`src/rtl/fifo_rd_pkg.sv`:
```
// ----------------------------------------------------------------------------
// fifo_rd_pkg
//   Shared types and constants for the FIFO read-side stream adapter.
//   - occ_e      : occupancy state of the 2-entry output buffer
//   - BUF_DEPTH  : number of output buffer entries
//   - occ_count  : occupancy state -> number of buffered words
// ----------------------------------------------------------------------------
package fifo_rd_pkg;

    typedef enum logic [1:0] {
        ST_EMPTY,
        ST_ONE,
        ST_TWO
    } occ_e;

    localparam int BUF_DEPTH = 2;

    function automatic logic [1:0] occ_count(input occ_e occ);
        case (occ)
            ST_ONE:  return 2'd1;
            ST_TWO:  return 2'd2;
            default: return 2'd0;
        endcase
    endfunction

endpackage

```
`src/rtl/fifo_stream_reader_if.sv`:
```
// ----------------------------------------------------------------------------
// fifo_stream_reader_if
//   Valid/ready stream carrying FIFO words downstream.
//   m_valid  : word on m_data is valid          (master -> slave)
//   m_data   : stream word                      (master -> slave)
//   m_ready  : sink accepts the word this cycle (slave  -> master)
// ----------------------------------------------------------------------------
interface fifo_stream_reader_if #(
    parameter int DATA_WIDTH = 16
);
    logic                  m_valid;
    logic                  m_ready;
    logic [DATA_WIDTH-1:0] m_data;

    modport master (output m_valid, output m_data, input m_ready);
    modport slave  (input m_valid, input m_data, output m_ready);
endinterface

```
`src/rtl/fifo_rd_skid2.sv`:
```
// ----------------------------------------------------------------------------
// fifo_rd_skid2
//   Two-entry head/tail register pair. The occupancy state is owned by the
//   parent; this block only moves data according to push/pop and that state.
//   clk, rst_n : clock, synchronous active-low reset (clears head only)
//   i_push     : write i_data at the tail position this cycle
//   i_pop      : head word is consumed this cycle
//   i_occ      : current occupancy state
//   i_data     : incoming word
//   o_head     : registered head entry
// ----------------------------------------------------------------------------
module fifo_rd_skid2
    import fifo_rd_pkg::*;
#(
    parameter int DATA_WIDTH = 16
) (
    input  logic                  clk,
    input  logic                  rst_n,
    input  logic                  i_push,
    input  logic                  i_pop,
    input  occ_e                  i_occ,
    input  logic [DATA_WIDTH-1:0] i_data,
    output logic [DATA_WIDTH-1:0] o_head
);

    logic [DATA_WIDTH-1:0] r_head;
    logic [DATA_WIDTH-1:0] r_tail;
    logic                  w_load_head;
    logic                  w_load_tail;
    logic                  w_shift;

    // Incoming word goes straight to the head when the buffer is empty, or
    // when the single buffered word leaves in the same cycle.
    assign w_load_head = i_push & ((i_occ == ST_EMPTY) | ((i_occ == ST_ONE) & i_pop));
    assign w_load_tail = i_push & (i_occ == ST_ONE) & ~i_pop;
    assign w_shift     = i_pop & (i_occ == ST_TWO);

    always_ff @(posedge clk) begin
        if (!rst_n) begin
            r_head <= '0;
        end else if (w_load_head) begin
            r_head <= i_data;
        end else if (w_shift) begin
            r_head <= r_tail;
        end
    end

    // NOTE: the tail is pure data storage qualified by the occupancy state,
    // so it is deliberately left without reset.
    always_ff @(posedge clk) begin
        if (w_load_tail) begin
            r_tail <= i_data;
        end
    end

    assign o_head = r_head;

endmodule

```
`src/rtl/fifo_stream_reader.sv`:
```
// ----------------------------------------------------------------------------
// fifo_stream_reader
//   Drains a standard-read FIFO (data one cycle after an accepted read) and
//   presents the words as a full-throughput valid/ready stream.
//   clk          : read-domain clock
//   rst_n        : synchronous active-low reset
//   fifo_empty   : registered FIFO empty flag
//   fifo_rd_data : FIFO read data, valid the cycle after fifo_rd_en
//   fifo_rd_en   : FIFO read request (combinational)
//   flush        : discard buffered and in-flight words
//   m            : stream master (m_valid / m_ready / m_data)
//   xfer_cnt     : wrapping count of accepted stream beats
// ----------------------------------------------------------------------------
module fifo_stream_reader
    import fifo_rd_pkg::*;
#(
    parameter int DATA_WIDTH = 16,
    parameter int CNT_WIDTH  = 16
) (
    input  logic                  clk,
    input  logic                  rst_n,
    input  logic                  fifo_empty,
    input  logic [DATA_WIDTH-1:0] fifo_rd_data,
    output logic                  fifo_rd_en,
    input  logic                  flush,
    fifo_stream_reader_if.master  m,
    output logic [CNT_WIDTH-1:0]  xfer_cnt
);

    occ_e                  r_occ;
    logic                  r_inflight;
    logic                  r_m_valid;
    logic [CNT_WIDTH-1:0]  r_xfer_cnt;

    logic                  w_pop;
    logic                  w_push;
    logic [2:0]            w_level;
    logic                  w_credit;
    logic                  w_rd_en;
    logic [DATA_WIDTH-1:0] w_head;

    assign w_pop  = r_m_valid & m.m_ready;
    // A word returning during a flush belongs to the discarded stream.
    assign w_push = r_inflight & ~flush;

    // Words we will own after this edge: buffered + returning - leaving.
    // Keeping this below the buffer depth before issuing a read is what
    // guarantees a returning word always finds a free entry.
    assign w_level  = {1'b0, occ_count(r_occ)} + {2'b00, r_inflight} - {2'b00, w_pop};
    assign w_credit = (w_level < 3'(BUF_DEPTH));
    // rst_n gating keeps the read request low while the block is held in reset.
    assign w_rd_en  = rst_n & ~fifo_empty & ~flush & w_credit;

    assign fifo_rd_en = w_rd_en;

    // Occupancy FSM, in-flight flag and beat counter.
    // NOTE: non-blocking assignments so every register samples pre-edge values.
    always_ff @(posedge clk) begin
        if (!rst_n) begin
            r_occ      <= ST_EMPTY;
            r_m_valid  <= 1'b0;
            r_inflight <= 1'b0;
            r_xfer_cnt <= '0;
        end else begin
            r_inflight <= w_rd_en;
            // A beat accepted in the flush cycle still happened downstream.
            if (w_pop) begin
                r_xfer_cnt <= r_xfer_cnt + CNT_WIDTH'(1);
            end
            if (flush) begin
                r_occ     <= ST_EMPTY;
                r_m_valid <= 1'b0;
            end else begin
                case (r_occ)
                    ST_EMPTY: begin
                        if (w_push) begin
                            r_occ     <= ST_ONE;
                            r_m_valid <= 1'b1;
                        end
                    end
                    ST_ONE: begin
                        if (w_push && !w_pop) begin
                            r_occ <= ST_TWO;
                        end else if (w_pop && !w_push) begin
                            r_occ     <= ST_EMPTY;
                            r_m_valid <= 1'b0;
                        end
                    end
                    ST_TWO: begin
                        if (w_pop) begin
                            r_occ <= ST_ONE;
                        end
                    end
                    default: begin
                        r_occ     <= ST_EMPTY;
                        r_m_valid <= 1'b0;
                    end
                endcase
            end
        end
    end

    a_no_push_when_full: assert property (
        @(posedge clk) disable iff (!rst_n) !(w_push && (r_occ == ST_TWO))
    );

    fifo_rd_skid2 #(
        .DATA_WIDTH (DATA_WIDTH)
    ) u_skid (
        .clk    (clk),
        .rst_n  (rst_n),
        .i_push (w_push),
        .i_pop  (w_pop),
        .i_occ  (r_occ),
        .i_data (fifo_rd_data),
        .o_head (w_head)
    );

    assign m.m_valid = r_m_valid;
    assign m.m_data  = w_head;
    assign xfer_cnt  = r_xfer_cnt;

endmodule
```
`src/flat_wrapper.sv`:
```
// flat-port wrapper written by rule: the top's interface ports become plain ports
module fifo_stream_reader_flat import fifo_rd_pkg::*;
#(
    parameter int DATA_WIDTH = 16,
    parameter int CNT_WIDTH  = 16
)
  (clk, rst_n, fifo_empty, fifo_rd_data, fifo_rd_en, flush, xfer_cnt, m_m_valid, m_m_data, m_m_ready);
  fifo_stream_reader_if #(.DATA_WIDTH(DATA_WIDTH)) m_i ();
  input  logic clk;
  input  logic rst_n;
  input  logic fifo_empty;
  input  logic [DATA_WIDTH-1:0] fifo_rd_data;
  output logic fifo_rd_en;
  input  logic flush;
  output logic [CNT_WIDTH-1:0] xfer_cnt;
  output wire logic [$bits(m_i.m_valid)-1:0] m_m_valid;
  output wire logic [$bits(m_i.m_data)-1:0] m_m_data;
  input wire logic [$bits(m_i.m_ready)-1:0] m_m_ready;
  assign m_m_valid = m_i.m_valid;
  assign m_m_data = m_i.m_data;
  assign m_i.m_ready = m_m_ready;
  fifo_stream_reader #(.DATA_WIDTH(DATA_WIDTH), .CNT_WIDTH(CNT_WIDTH)) u_core (.clk(clk), .rst_n(rst_n), .fifo_empty(fifo_empty), .fifo_rd_data(fifo_rd_data), .fifo_rd_en(fifo_rd_en), .flush(flush), .m(m_i), .xfer_cnt(xfer_cnt));
endmodule
```
`config.mk`:
```
export PLATFORM = sky130hd
export DESIGN_NAME = fifo_stream_reader_flat
export DESIGN_NICKNAME = d
export VERILOG_FILES = /design/src/rtl/fifo_rd_pkg.sv /design/src/rtl/fifo_stream_reader_if.sv /design/src/rtl/fifo_rd_skid2.sv /design/src/rtl/fifo_stream_reader.sv /design/src/flat_wrapper.sv
export SDC_FILE = /design/constraint.sdc
export NUM_CORES = 1
export LEC_CHECK = 0
export BUFFER_PORTS_ARGS = -buffer_cell sky130_fd_sc_hd__buf_2
export CORE_MARGIN = 4
export CORE_UTILIZATION = 35
export DETAILED_ROUTE_END_ITERATION = 10
export GPL_TIMING_DRIVEN = 0
export MAX_ROUTING_LAYER = met4
export PLACE_DENSITY = 0.59
export SYNTH_ARGS = -nofsm -noshare
export SYNTH_HDL_FRONTEND = slang
export SYNTH_SLANG_ARGS = --single-unit
```
`constraint.sdc`:
```
create_clock -name clk -period 3 [get_ports clk]
set_clock_uncertainty 0.2 [all_clocks]
set_input_delay 0.3 -clock clk [delete_from_list [all_inputs] [get_ports clk]]
set_output_delay 0.3 -clock clk [all_outputs]
set_load 0.02 [all_outputs]
```
Yosys cells after proc, flatten, opt, wreduce, memory -nomap -nowiden
Index checks and enable logic that the tools add are counted.
{"block": "totals", "output_inout_bits": 34, "register_bits": 52, "word_cells": 54}
{"block": "op_classes", "eq_ne": 7, "muxes": 12, "bitwise_logic": 16, "magnitude_cmp": 1, "reduce_logical": 9, "n_addsub": 3}
{"cell": "two-way mux 16 bit", "n": 2}
{"cell": "adder 16 x 1 -> 16 bit, second input constant", "n": 1}
{"cell": "AND 1 bit", "n": 10}
{"cell": "two-way mux 2 bit", "n": 4}
{"cell": "inequality test 2 bit, second input constant", "n": 3}
{"cell": "case mux 2 bit (3 select lines)", "n": 1}
{"cell": "NOT 1 bit", "n": 5}
{"cell": "case mux 2 bit (2 select lines)", "n": 1}
{"cell": "AND reduction 4 bit", "n": 1}
{"cell": "adder 2 x 1 -> 3 bit", "n": 1}
{"cell": "< comparator 3 x 2 -> 1 bit, second input constant", "n": 1}
{"cell": "two-way mux 1 bit", "n": 3}
{"cell": "inequality test 3 x 1 -> 1 bit, second input constant", "n": 1}
{"cell": "case mux 1 bit (3 select lines)", "n": 1}
{"cell": "AND reduction 3 bit", "n": 1}
{"cell": "subtractor 3 x 1 -> 3 bit", "n": 1}
{"cell": "== test 2 x 1 -> 1 bit, second input constant", "n": 1}
{"cell": "== test 2 bit, second input constant", "n": 1}
{"cell": "logical AND 1 bit", "n": 2}
{"cell": "zero test 1 bit", "n": 2}
{"cell": "zero test 2 bit", "n": 1}
{"cell": "inequality test 2 x 1 -> 1 bit, second input constant", "n": 1}
{"cell": "nonzero test 2 bit", "n": 1}
{"cell": "OR reduction 2 bit", "n": 1}
{"cell": "bitwise OR 1 bit", "n": 1}

Depth between registers and ports, before layout
{"block": "logic_depth", "depth_word": 7, "depth_mapped": 8}

Modules after synthesis
From an unflattened synthesis, not the netlist that was laid out.
{"block": "unflattened", "hier_cells": 188, "area_unflattened_um2": 2223.4}
{"mod": "fifo_rd_skid2", "seq_area_each_um2": 800.8, "area_each_um2": 1201.2, "n_inst": 1, "cells_each": 75}
{"mod": "fifo_stream_reader", "seq_area_each_um2": 400.4, "area_each_um2": 1022.2, "n_inst": 1, "cells_each": 113}

Worst setup path after synthesis
Ideal clock, no wire load.
{"block": "synth_timing", "path_kind": "register to output", "start": "register u_core.r_m_valid, in the netlist u_core.m.m_valid", "end": "output fifo_rd_en", "slack_ns": 0.016, "n_path_buf": 0, "arrival_ns": 2.484, "path_stages_with_launch": 9, "cell_sequence": "dfxtp_1 > nand2_2 > inv_2 > ha_1 > nor2_1 > nand2_1 > fa_1 > xnor2_1 > nor4b_1"}
{"block": "synth_via", "elab_chain_cells": 4}
{"item": "start, declared", "line_no": "fifo_stream_reader.sv:32", "source": "logic r_m_valid;"}
{"item": "start signal, assigned", "line_no": "fifo_stream_reader.sv:61", "source": "r_m_valid <= 1'b0;"}
{"item": "start signal, assigned", "line_no": "fifo_stream_reader.sv:72", "source": "r_m_valid <= 1'b0;"}
{"item": "start signal, assigned", "line_no": "fifo_stream_reader.sv:78", "source": "r_m_valid <= 1'b1;"}
{"item": "AND 1 bit", "line_no": "fifo_stream_reader.sv:42", "source": "assign w_pop = r_m_valid & m.m_ready;"}
{"item": "named net u_core.u_skid.i_pop", "line_no": "fifo_rd_skid2.sv:20", "source": "input logic i_pop,"}
{"item": "subtractor 3 x 1 -> 3 bit", "line_no": "fifo_stream_reader.sv:49", "source": "assign w_level = {1'b0, occ_count(r_occ)} + {2'b00, r_inflight} - {2'b00, w_pop};"}
{"item": "< comparator 3 x 2 -> 1 bit", "line_no": "fifo_stream_reader.sv:50", "source": "assign w_credit = (w_level < 3'(BUF_DEPTH));"}
{"item": "AND 1 bit", "line_no": "fifo_stream_reader.sv:52", "source": "assign w_rd_en = rst_n & ~fifo_empty & ~flush & w_credit;"}
{"item": "end, declared", "line_no": "flat_wrapper.sv:13", "source": "output logic fifo_rd_en;"}
The timed path passes the listed nets, and every way through them passes these cells.

Worst setup path after layout
Ends and elaborated chain as after synthesis.

==> impl_metrics.env <==
export IMPL_io_pins=55
export IMPL_crit_buf_inv=2
export IMPL_mostFrequentLayoutCells="54 x buf_2, 35 x dfxtp_1, 17 x dlygate4sd3_1, 16 x edfxtp_1, 13 x nor2_1"
export IMPL_final_common_cell="buf_2"
export IMPL_clock_latency_ns=0.31
export IMPL_path_clk_slew_ns=0.09
export IMPL_final_cells=348
export IMPL_synth_top_area_cell="dfxtp_1"
export IMPL_cp_arrival_ns=2.29
export IMPL_fmaxAchievable_mhz=359.0
export IMPL_clkSinkCount=52
export IMPL_die_w_um=88.42
export IMPL_finalPower_mw=1.216
export IMPL_via_per_inst=4.876
export IMPL_htree_levels=2
export IMPL_fin_nets=294
export IMPL_synth_edf_count=16
export IMPL_grt_pass1_vias=1736
export IMPL_syn_nets=216
export IMPL_setup_tns_ns=0
export IMPL_hold_viol_final=0
export IMPL_hold_path_class="primary input to flip-flop"
export IMPL_hold_ws_ns=0.1157
export IMPL_io_buffer_count=54
export IMPL_required_ns=2.50
export IMPL_fill_cells=616
export IMPL_synth_area_leaders="dfxtp_1 32%, edfxtp_1 21%, o2bb2ai_2 6.6%"
export IMPL_first_pass_iters=4
export IMPL_worstPathCellList="nand2_4, inv_4, ha_1, nor2_1, nand2_1, fa_1, xnor2_1, nor4b_2, buf_4"
export IMPL_vias=1697
export IMPL_maxCapViolCount=0
export IMPL_globalplace_congestion=0.7621
export IMPL_cts_tree="done"
export IMPL_post_cts_buffers=0
export IMPL_hpwl_um=3407
export IMPL_final_core_util=0.4606
export IMPL_wire_per_inst_um=14.10
export IMPL_synth_seq_cells=52
export IMPL_yosysUniqueCellTypes=43
export IMPL_fin_crit_ns=2.786
export IMPL_postLayoutSetupSlackWorst_ns=0.2143
export IMPL_seqCellArea_um2=1205
export IMPL_antenna_cells=0
export IMPL_numCtsBuffers=5
export IMPL_antenna_found_initial=0
export IMPL_syn_to_final_growth_pct=28.47
export IMPL_tightestPinTransition_ns=0.8961
export IMPL_pre_cts_ws_ns=0.2688
export IMPL_postRouteWirelength_um=4908
export IMPL_ys_warn_count=0
export IMPL_critPathTopFamily="adder cells"
export IMPL_path_max_fanout=8
export IMPL_power_density_nw_per_um2=418.3
export IMPL_setup_viol=0
export IMPL_clock_path_buffers=2
export IMPL_postSynthAreaPerCell_um2=11.79
export IMPL_rsz0062_at_grt="false"
export IMPL_crit_path_start_kind="flip-flop"
export IMPL_final_cell_area_um2=2908
export IMPL_grt_overflow=0
export IMPL_ant_nets=0
export IMPL_drive_gt1_frac=0.3616
export IMPL_dr_first_iter_drc_count=41
export IMPL_syn_instance_count=192
export IMPL_slew_violations=0
export IMPL_seq_area_frac_synth=0.5307
export IMPL_max_slew_margin=0.4019
export IMPL_netlist_area_um2=2263
export IMPL_synth_top_area_frac=0.3184
export IMPL_chipHeight_um=88.42
export IMPL_die_area_um2=7817
export IMPL_async_reset_ff_frac=0
export IMPL_grt_max_degree=17
export IMPL_dpl_cell_count=323
export IMPL_core_um2=6314
export IMPL_cpPeakStageDelay_ns=0.38
export IMPL_drc=0
export IMPL_vdd_drop_max_uv=222.5
export IMPL_end_kind="output port"
export IMPL_multi_input_area_um2=977.2
export IMPL_row_count=29
export IMPL_crit_type="flip-flop to output port"
export IMPL_grt_util_all_layers=0.1381
export IMPL_grt_pass1_wl_um=8121
export IMPL_cpMaxStageDelayCell="dfxtp_4"
export IMPL_outcome="completed"
export IMPL_fin_crit_sh=0.9286
export IMPL_p_leak_nw=1.126
export IMPL_ys_dominant_reg_cell="dfxtp_1"
export IMPL_postPlaceCellArea_um2=2633
export IMPL_start_util=0.3585
export IMPL_cts_root_buf="clkbuf_8"
[logic make-up after synthesis]
group,synth area share
and+or+nand+nor,0.1404
DFF,0.5307
AOI/OAI and AO/OA,0.2189
buffers and inverters,0.04367
xor gates and xnor gates,0.04644
adders and majority gates,0.01990
[where the power goes]
group          leakage [nW]  internal (mW)  total (mW)  switching, mW
Combinational         0.648         0.0441      0.0920         0.0480
Sequential            0.435          0.729       0.733        0.00452
Clock                0.0428          0.164       0.391          0.228
Total                  1.13          0.936        1.22          0.280
[routing by layer]
layer | wire length, um | global-route usage
met1 | 2296 | 0.1745
met2 | 2301 | 0.2155
met3 | 219 | 0.03166
met4 | 90 | 0.05220
met5 | 0 | -
[synth_stat cells, types with 2 or more instances]
library cell	count
dfxtp_1	36
edfxtp_1	16
nor2_1	14
nand2_1	12
a22oi_2	10
o2bb2ai_2	10
xor2_1	9
a21oi_1	8
nand3_1	8
a22oi_1	6
o2bb2ai_1	6
inv_1	5
nand4_1	5
and2_1	3
buf_6	3
clkbuf_1	3
o21ai_0	3
xnor2_1	3
and4_1	2
ha_1	2
nand2_2	2
nand2b_1	2
nor4b_1	2
o31ai_1	2
or3_1	2
[sequential cells by signal, indices dropped and copies added (netlist names)]
register and flops:
u_core.u_skid.o_head 16, u_core.r_occ 2, u_core.xfer_cnt 16, u_core.m.m_valid 1
u_core.u_skid.r_tail 16, u_core.r_inflight 1
[repair_timing]
action,in CTS,in global routing
hold buffers,17,0
endpoints found under the setup margin,1,1
gates resized for setup,1,5
endpoints found under the hold margin,17,0
pin swaps,0,0
[tightest hold or removal path: cells and delay by family]
family          cells  cell delay [ns]
compound gates      1             0.05
simple gates        1             0.08
buf+inv             1             0.15
[worst paths after layout]
kind                                               from                      end  slack, ns  depth (start not counted)
worst max-delay path                   u_core.m.m_valid               fifo_rd_en       0.21                          9
worst min-delay path                              rst_n      u_core.xfer_cnt[15]       0.12                          3
worst max register to register        u_core.r_inflight  u_core.u_skid.r_tail[3]       0.89                          2
worst min register to register  u_core.u_skid.o_head[4]  u_core.u_skid.o_head[4]       0.27                          1
[cell type report]
type                            instances  area share
Sequential cell                        52      0.4144
Inverter                                6    0.008606
Tap cell                               77     0.03313
Buffer                                  9     0.02625
Clock buffer                            6     0.02496
Timing Repair Buffer                   71      0.1523
Multi-Input combinational cell        125      0.3361
Clock inverter                          2    0.004303
No activity file was read; power rests on OpenSTA's default activity.
